--- src/rtl/debug_uart_tx_framer.sv ---
// debug_uart_tx_framer
// Transmit side of the debug-unit host link. It frames debug responses as
// byte packets and sends every byte as 8N1 UART (start, 8 data bits LSB
// first, stop) on uart_tx.
//   OK packet     : [OP_OK]
//   SIGNAL packet : [OP_SIGNAL, pc[7:0], pc[15:8], pc[23:16], pc[31:24],
//                    signals[7:0], ..., signals[8*SIG_BYTES-1 -: 8]]
// Optional feature macro: DEBUG_TX_CHECKSUM_EN. When it is defined, every
// packet gets one trailing byte equal to the XOR of all earlier bytes of
// that packet, including the opcode.
//
// Ports
//   clk       in   system clock
//   rst_n     in   synchronous active-low reset
//   ok_req    in   request an OP_OK packet (sampled only while req_ready=1)
//   sig_req   in   request an OP_SIGNAL packet (sampled only while req_ready=1)
//   pc        in   program counter, captured when sig_req is accepted
//   signals   in   signal snapshot, captured when sig_req is accepted
//   req_ready out  high in IDLE with nothing pending
//   busy      out  high from acceptance until the last stop bit ends
//   pkt_done  out  one-cycle pulse after a packet's final stop bit
//   uart_tx   out  serial line, idles high
//
// CLKS_PER_BIT must be at least 2: the final stop-bit cycle is spent in NEXT.

module debug_uart_tx_framer #(
    parameter int unsigned CLKS_PER_BIT = 868,
    parameter int unsigned SIG_BYTES    = 4,
    parameter logic [7:0]  OP_SIGNAL    = 8'h01,
    parameter logic [7:0]  OP_OK        = 8'h02
) (
    input  logic                   clk,
    input  logic                   rst_n,
    input  logic                   ok_req,
    input  logic                   sig_req,
    input  logic [31:0]            pc,
    input  logic [8*SIG_BYTES-1:0] signals,
    output logic                   req_ready,
    output logic                   busy,
    output logic                   pkt_done,
    output logic                   uart_tx
);

    localparam int unsigned CNT_W     = (CLKS_PER_BIT > 1) ? $clog2(CLKS_PER_BIT) : 1;
    localparam int unsigned IDX_W     = $clog2(6 + SIG_BYTES);
    localparam int unsigned PAY_BYTES = 5 + SIG_BYTES;
`ifdef DEBUG_TX_CHECKSUM_EN
    localparam int unsigned CSUM_BYTES = 1;
`else
    localparam int unsigned CSUM_BYTES = 0;
`endif
    localparam int unsigned OK_LAST  = CSUM_BYTES;
    localparam int unsigned SIG_LAST = PAY_BYTES - 1 + CSUM_BYTES;

    localparam logic [CNT_W-1:0] CNT_LAST     = CNT_W'(CLKS_PER_BIT - 1);
    localparam logic [CNT_W-1:0] CNT_STOP_END = CNT_W'(CLKS_PER_BIT - 2);

    typedef enum logic [2:0] {
        IDLE,
        START,
        DATA,
        STOP,
        NEXT
    } state_t;

    state_t                 state;
    logic [CNT_W-1:0]       cnt;
    logic [2:0]             bit_idx;
    logic [IDX_W-1:0]       byte_idx;
    logic [7:0]             shreg;
    logic                   pkt_sig;
    logic                   sig_pending;
    logic [31:0]            pc_q;
    logic [8*SIG_BYTES-1:0] sig_q;
`ifdef DEBUG_TX_CHECKSUM_EN
    logic [7:0]             csum_q;
`endif

    logic [8*PAY_BYTES-1:0] payload_c;
    logic [IDX_W-1:0]       next_idx_c;
    logic [IDX_W-1:0]       last_idx_c;
    logic                   last_c;
    logic [7:0]             next_byte_c;

    // Signal packet payload laid out in transmit order, byte 0 = opcode.
    assign payload_c  = {sig_q, pc_q, OP_SIGNAL};
    assign next_idx_c = byte_idx + IDX_W'(1);
    assign last_idx_c = pkt_sig ? IDX_W'(SIG_LAST) : IDX_W'(OK_LAST);
    assign last_c     = (byte_idx == last_idx_c);

    // Byte to load when advancing to the next byte of the current packet.
    always_comb begin
        next_byte_c = 8'h00;
        for (int i = 1; i < int'(PAY_BYTES); i++) begin
            if (next_idx_c == IDX_W'(i)) begin
                next_byte_c = payload_c[8*i +: 8];
            end
        end
`ifdef DEBUG_TX_CHECKSUM_EN
        if (next_idx_c == last_idx_c) begin
            next_byte_c = csum_q;
        end
`endif
    end

    // Framer FSM: packet sequencing, bit timing and registered outputs.
    always_ff @(posedge clk) begin
        if (!rst_n) begin
            state       <= IDLE;
            cnt         <= '0;
            bit_idx     <= '0;
            byte_idx    <= '0;
            shreg       <= '0;
            pkt_sig     <= 1'b0;
            sig_pending <= 1'b0;
            pc_q        <= '0;
            sig_q       <= '0;
`ifdef DEBUG_TX_CHECKSUM_EN
            csum_q      <= '0;
`endif
            req_ready   <= 1'b1;
            busy        <= 1'b0;
            pkt_done    <= 1'b0;
            uart_tx     <= 1'b1;
        end else begin
            pkt_done <= 1'b0;
            case (state)
                IDLE: begin
                    if (ok_req || sig_req) begin
                        // ok_req wins; a simultaneous sig_req is parked as pending.
                        state       <= START;
                        cnt         <= '0;
                        bit_idx     <= '0;
                        byte_idx    <= '0;
                        pkt_sig     <= ~ok_req;
                        sig_pending <= ok_req & sig_req;
                        shreg       <= ok_req ? OP_OK : OP_SIGNAL;
`ifdef DEBUG_TX_CHECKSUM_EN
                        csum_q      <= ok_req ? OP_OK : OP_SIGNAL;
`endif
                        if (sig_req) begin
                            pc_q  <= pc;
                            sig_q <= signals;
                        end
                        req_ready   <= 1'b0;
                        busy        <= 1'b1;
                        uart_tx     <= 1'b0;
                    end
                end

                START: begin
                    if (cnt == CNT_LAST) begin
                        cnt     <= '0;
                        bit_idx <= '0;
                        state   <= DATA;
                        uart_tx <= shreg[0];
                    end else begin
                        cnt <= cnt + CNT_W'(1);
                    end
                end

                DATA: begin
                    if (cnt == CNT_LAST) begin
                        cnt <= '0;
                        if (bit_idx == 3'd7) begin
                            state   <= STOP;
                            uart_tx <= 1'b1;
                        end else begin
                            bit_idx <= bit_idx + 3'd1;
                            shreg   <= {1'b0, shreg[7:1]};
                            uart_tx <= shreg[1];
                        end
                    end else begin
                        cnt <= cnt + CNT_W'(1);
                    end
                end

                // Stop bit minus its last cycle; NEXT supplies that final cycle.
                STOP: begin
                    cnt <= cnt + CNT_W'(1);
                    if (cnt == CNT_STOP_END) begin
                        state <= NEXT;
                    end
                end

                // Last stop-bit cycle: pick the next byte or finish the packet
                // so the following start bit has no idle gap.
                NEXT: begin
                    cnt     <= '0;
                    bit_idx <= '0;
                    if (!last_c) begin
                        state    <= START;
                        byte_idx <= next_idx_c;
                        shreg    <= next_byte_c;
`ifdef DEBUG_TX_CHECKSUM_EN
                        csum_q   <= csum_q ^ next_byte_c;
`endif
                        uart_tx  <= 1'b0;
                    end else begin
                        pkt_done <= 1'b1;
                        if (sig_pending) begin
                            sig_pending <= 1'b0;
                            state       <= START;
                            byte_idx    <= '0;
                            pkt_sig     <= 1'b1;
                            shreg       <= OP_SIGNAL;
`ifdef DEBUG_TX_CHECKSUM_EN
                            csum_q      <= OP_SIGNAL;
`endif
                            uart_tx     <= 1'b0;
                        end else begin
                            state     <= IDLE;
                            busy      <= 1'b0;
                            req_ready <= 1'b1;
                            uart_tx   <= 1'b1;
                        end
                    end
                end

                default: begin
                    state     <= IDLE;
                    busy      <= 1'b0;
                    req_ready <= 1'b1;
                    uart_tx   <= 1'b1;
                end
            endcase
        end
    end

endmodule

--- config.mk ---
export PLATFORM = sky130hd
export DESIGN_NAME = debug_uart_tx_framer
export DESIGN_NICKNAME = d
export VERILOG_FILES = /design/src/rtl/debug_uart_tx_framer.sv
export SDC_FILE = /design/constraint.sdc
export NUM_CORES = 1
export LEC_CHECK = 0
export CAP_MARGIN = 5
export CORE_MARGIN = 5
export CORE_UTILIZATION = 50
export CTS_BUF_LIST = sky130_fd_sc_hd__clkbuf_4 sky130_fd_sc_hd__clkbuf_8
export DETAILED_ROUTE_END_ITERATION = 7
export PLACE_DENSITY = 0.71
export SYNTH_ARGS = -nofsm -noshare
export SYNTH_HDL_FRONTEND = slang
export SYNTH_SLANG_ARGS = --single-unit
--- constraint.sdc ---
create_clock -name clk -period 6.4 [get_ports clk]
set_clock_uncertainty 0.05 [all_clocks]
set_input_delay 1.6 -clock clk [delete_from_list [all_inputs] [get_ports clk]]
set_output_delay 1.6 -clock clk [all_outputs]
set_load 0.01 [all_outputs]
==> reports/metrics.yaml <==
diodes: 0
num_rows: 36
wl_per_cell_um: 14.54
drive_gt1_share_pct: 5.547
slew_viol_final: 0
grt_pass1_vias: 4205
die_w_um: 108.7
grt_setup_unrepaired: "no"
synthTopCellsByArea: "dfxtp_1 40%, nand2_1 13%, a21oi_1 9.0%, o21ai_0 2.8%, ha_1 2.3%"
grt_pass1_wl_um: 19980
top_layer: "met4"
ys_seq_area_share_pct: 40.27
route.vias.total: 4465
cts_buffers: 9
start_kind: "input pin"
p_total_w: 0.001434
grt_usage_pct: 20.99
initial_core_util_pct: 50.55
crit_type: "in -> reg"
drt_wl_total_um: 11900
worstPathArrival_ns: 3.73
post-route-min-period_ns: 3.497
insertion_delay_ns: 0.37
area_growth_pct: 18.72
met3_length_um: 555
dieArea_um2: 11820
grt_max_degree: 65
netlist.area_leader.share_pct: 40.27
fillers: 963
dp_hpwl_um: 8417
cts_resized: 0
yosys.area.top_type: "dfxtp_1"
cp_max_fo: 55
seq_area_um2: 1962
irDropWorstVdd_mv: 0.1229
drc: 0
final_antenna_net_count: 0
critPathCaptureType: "register"
numClockSinks: 98
m1WireLength_um: 5675
cts.clk_slew.worst_paths_ns: 0.10
multiInputGateArea_um2: 2664
worstMarginPinSlew_ns: 1.095
viasPerCell: 5.458
dp_cells: 802
async_reset_ff_share_pct: 0
drt-pass1-iter-count: 5
drt-initial-drc-count: 267
power_density_nw_per_um2: 247.9
tns_ns: 0
fmax_mhz: 286.0
postCtsSetupRepairBufs: 0
stdcell_count: 818
p_leak_nw: 2.160
nets: 757
hold_viol: 0
die_h_um: 108.7
cts_tree: "yes"
portBuffers: 71
hold_buffers: 0
stdcell_area_um2: 5784
pin_count: 72
antenna_found_initial: 0
synth_warnings: 0
max-cap-violations: 0
cts_buffer_depth: 2
gp_congestion: 0.9189
avgSynthCellArea_um2: 7.601
ys_ff_latch: 98
core_um2: 9639
htree_levels: 3
syn_nets: 718
slew_headroom_pct: 26.99
synthCells: 641
synth_edf_count: 0
synth_ff_type: "dfxtp_1"
cp.required_ns: 6.63
fin_crit_sh_pct: 54.64
grt_overflow: 0
fin_util_pct: 60.01
cts_root_buffer: "clkbuf_8"
synth_cell_type_count: 62
met2_length_um: 5431
outcome: "completed"
setup_viol: 0
place_area_um2: 5570
syn_area_um2: 4872
min_path_type: "reg -> reg"
## final cells by class
class	instances	area share [%]
Multi-Input combinational cell	484	46.05
Clock inverter	5	1.082
Inverter	14	0.9085
Clock buffer	11	2.617
Tap cell	133	2.877
Timing Repair Buffer	73	12.55
Sequential cell	98	33.92
## sequential cells by signal (all words and copies together) (netlist names)
name / cells
bit_idx: 3
busy: 1
byte_idx: 4
cnt: 10
pc_q: 32
pkt_done: 1
pkt_sig: 1
req_ready: 1
shreg: 8
sig_pending: 1
sig_q: 32
state: 3
uart_tx: 1
## layer usage
metal	vias up	track usage [%]
met5	-	0
met4	0	7.484
met3	21	3.138
met2	130	33.63
met1	2037	28.79
li1	2277	-
## power by group
group | internal [W] | switching, W
clock | 0.000203 | 0.000223
sequential | 0.000666 | 0.0000419
combinational | 0.000126 | 0.000175
## critical path, cell delays in order
cell,delay [ns]
clkdlybuf4s50_1,0.81
inv_2,0.50
buf_4,0.56
a31oi_1,0.09
o21a_1,0.13
## stage by stage
stage | hold slack (ns) | setup slack, ns
CTS | 0.4068 | 2.932
detailed placement | 0.3935 | 2.553
global placement | 0.3925 | 2.575
finish | 0.4063 | 2.903
floorplan | 0.3812 | 3.591
global route | 0.4239 | 2.760
## logic make-up (layout without fill, tap and decap cells)
group,count (synthesis),count (layout),share of synthesized area [%]
adders and majority gates,9,9,2.311
buffers and inverters,59,103,5.187
AOI/OAI and AO/OA,177,177,22.29
xor gates and xnor gates,10,10,1.798
muxes,6,6,1.335
and+or+nand+nor,282,282,26.81
DFF,98,98,40.27
## synth_stat cells (all sizes together) (4+ instances only)
library cell,count
o2bb2ai,5
a21oi,88
inv,14
nor3b,9
nor2b,11
nor2,32
dfxtp,98
o211ai,6
mux2i,5
a31oi,4
clkbuf,28
ha,9
and3b,7
nand2b,7
nand4,7
nand2,174
nor3,5
xor2,9
o21ai,32
a221oi,5
a21o,6
nand3,15
and3,4
buf,17
a22o,6
a211oi,6
## layout by cell type (no fill, tap or decap), drive strengths merged, types with 4 or more instances in the layout
master / instances
dfxtp: 98
a21oi: 88
nor2b: 11
nor3b: 9
a221oi: 5
nand3: 15
o21ai: 32
nand4: 7
and3: 4
xor2: 9
nand2: 174
a22o: 6
o2bb2ai: 5
clkbuf: 11
nand2b: 7
a21o: 6
and3b: 7
nor2: 32
ha: 9
nor3: 5
inv: 14
clkdlybuf4s50: 71
a211oi: 6
a31oi: 4
mux2i: 5
o211ai: 6
## worst paths after layout
check,to,from,depth (start not counted),slack [ns]
max,pkt_sig$_SDFFE_PN0P_,rst_n,5,2.90
min,pc_q[16]$_SDFFE_PN0P_,pc_q[16]$_SDFFE_PN0P_,2,0.41
max reg2reg,shreg[5]$_SDFFE_PN0P_,byte_idx[1]$_SDFFE_PN0P_,8,3.57
min reg2reg,pc_q[16]$_SDFFE_PN0P_,pc_q[16]$_SDFFE_PN0P_,2,0.41
Note: power is estimated with default switching activity, not from simulation.
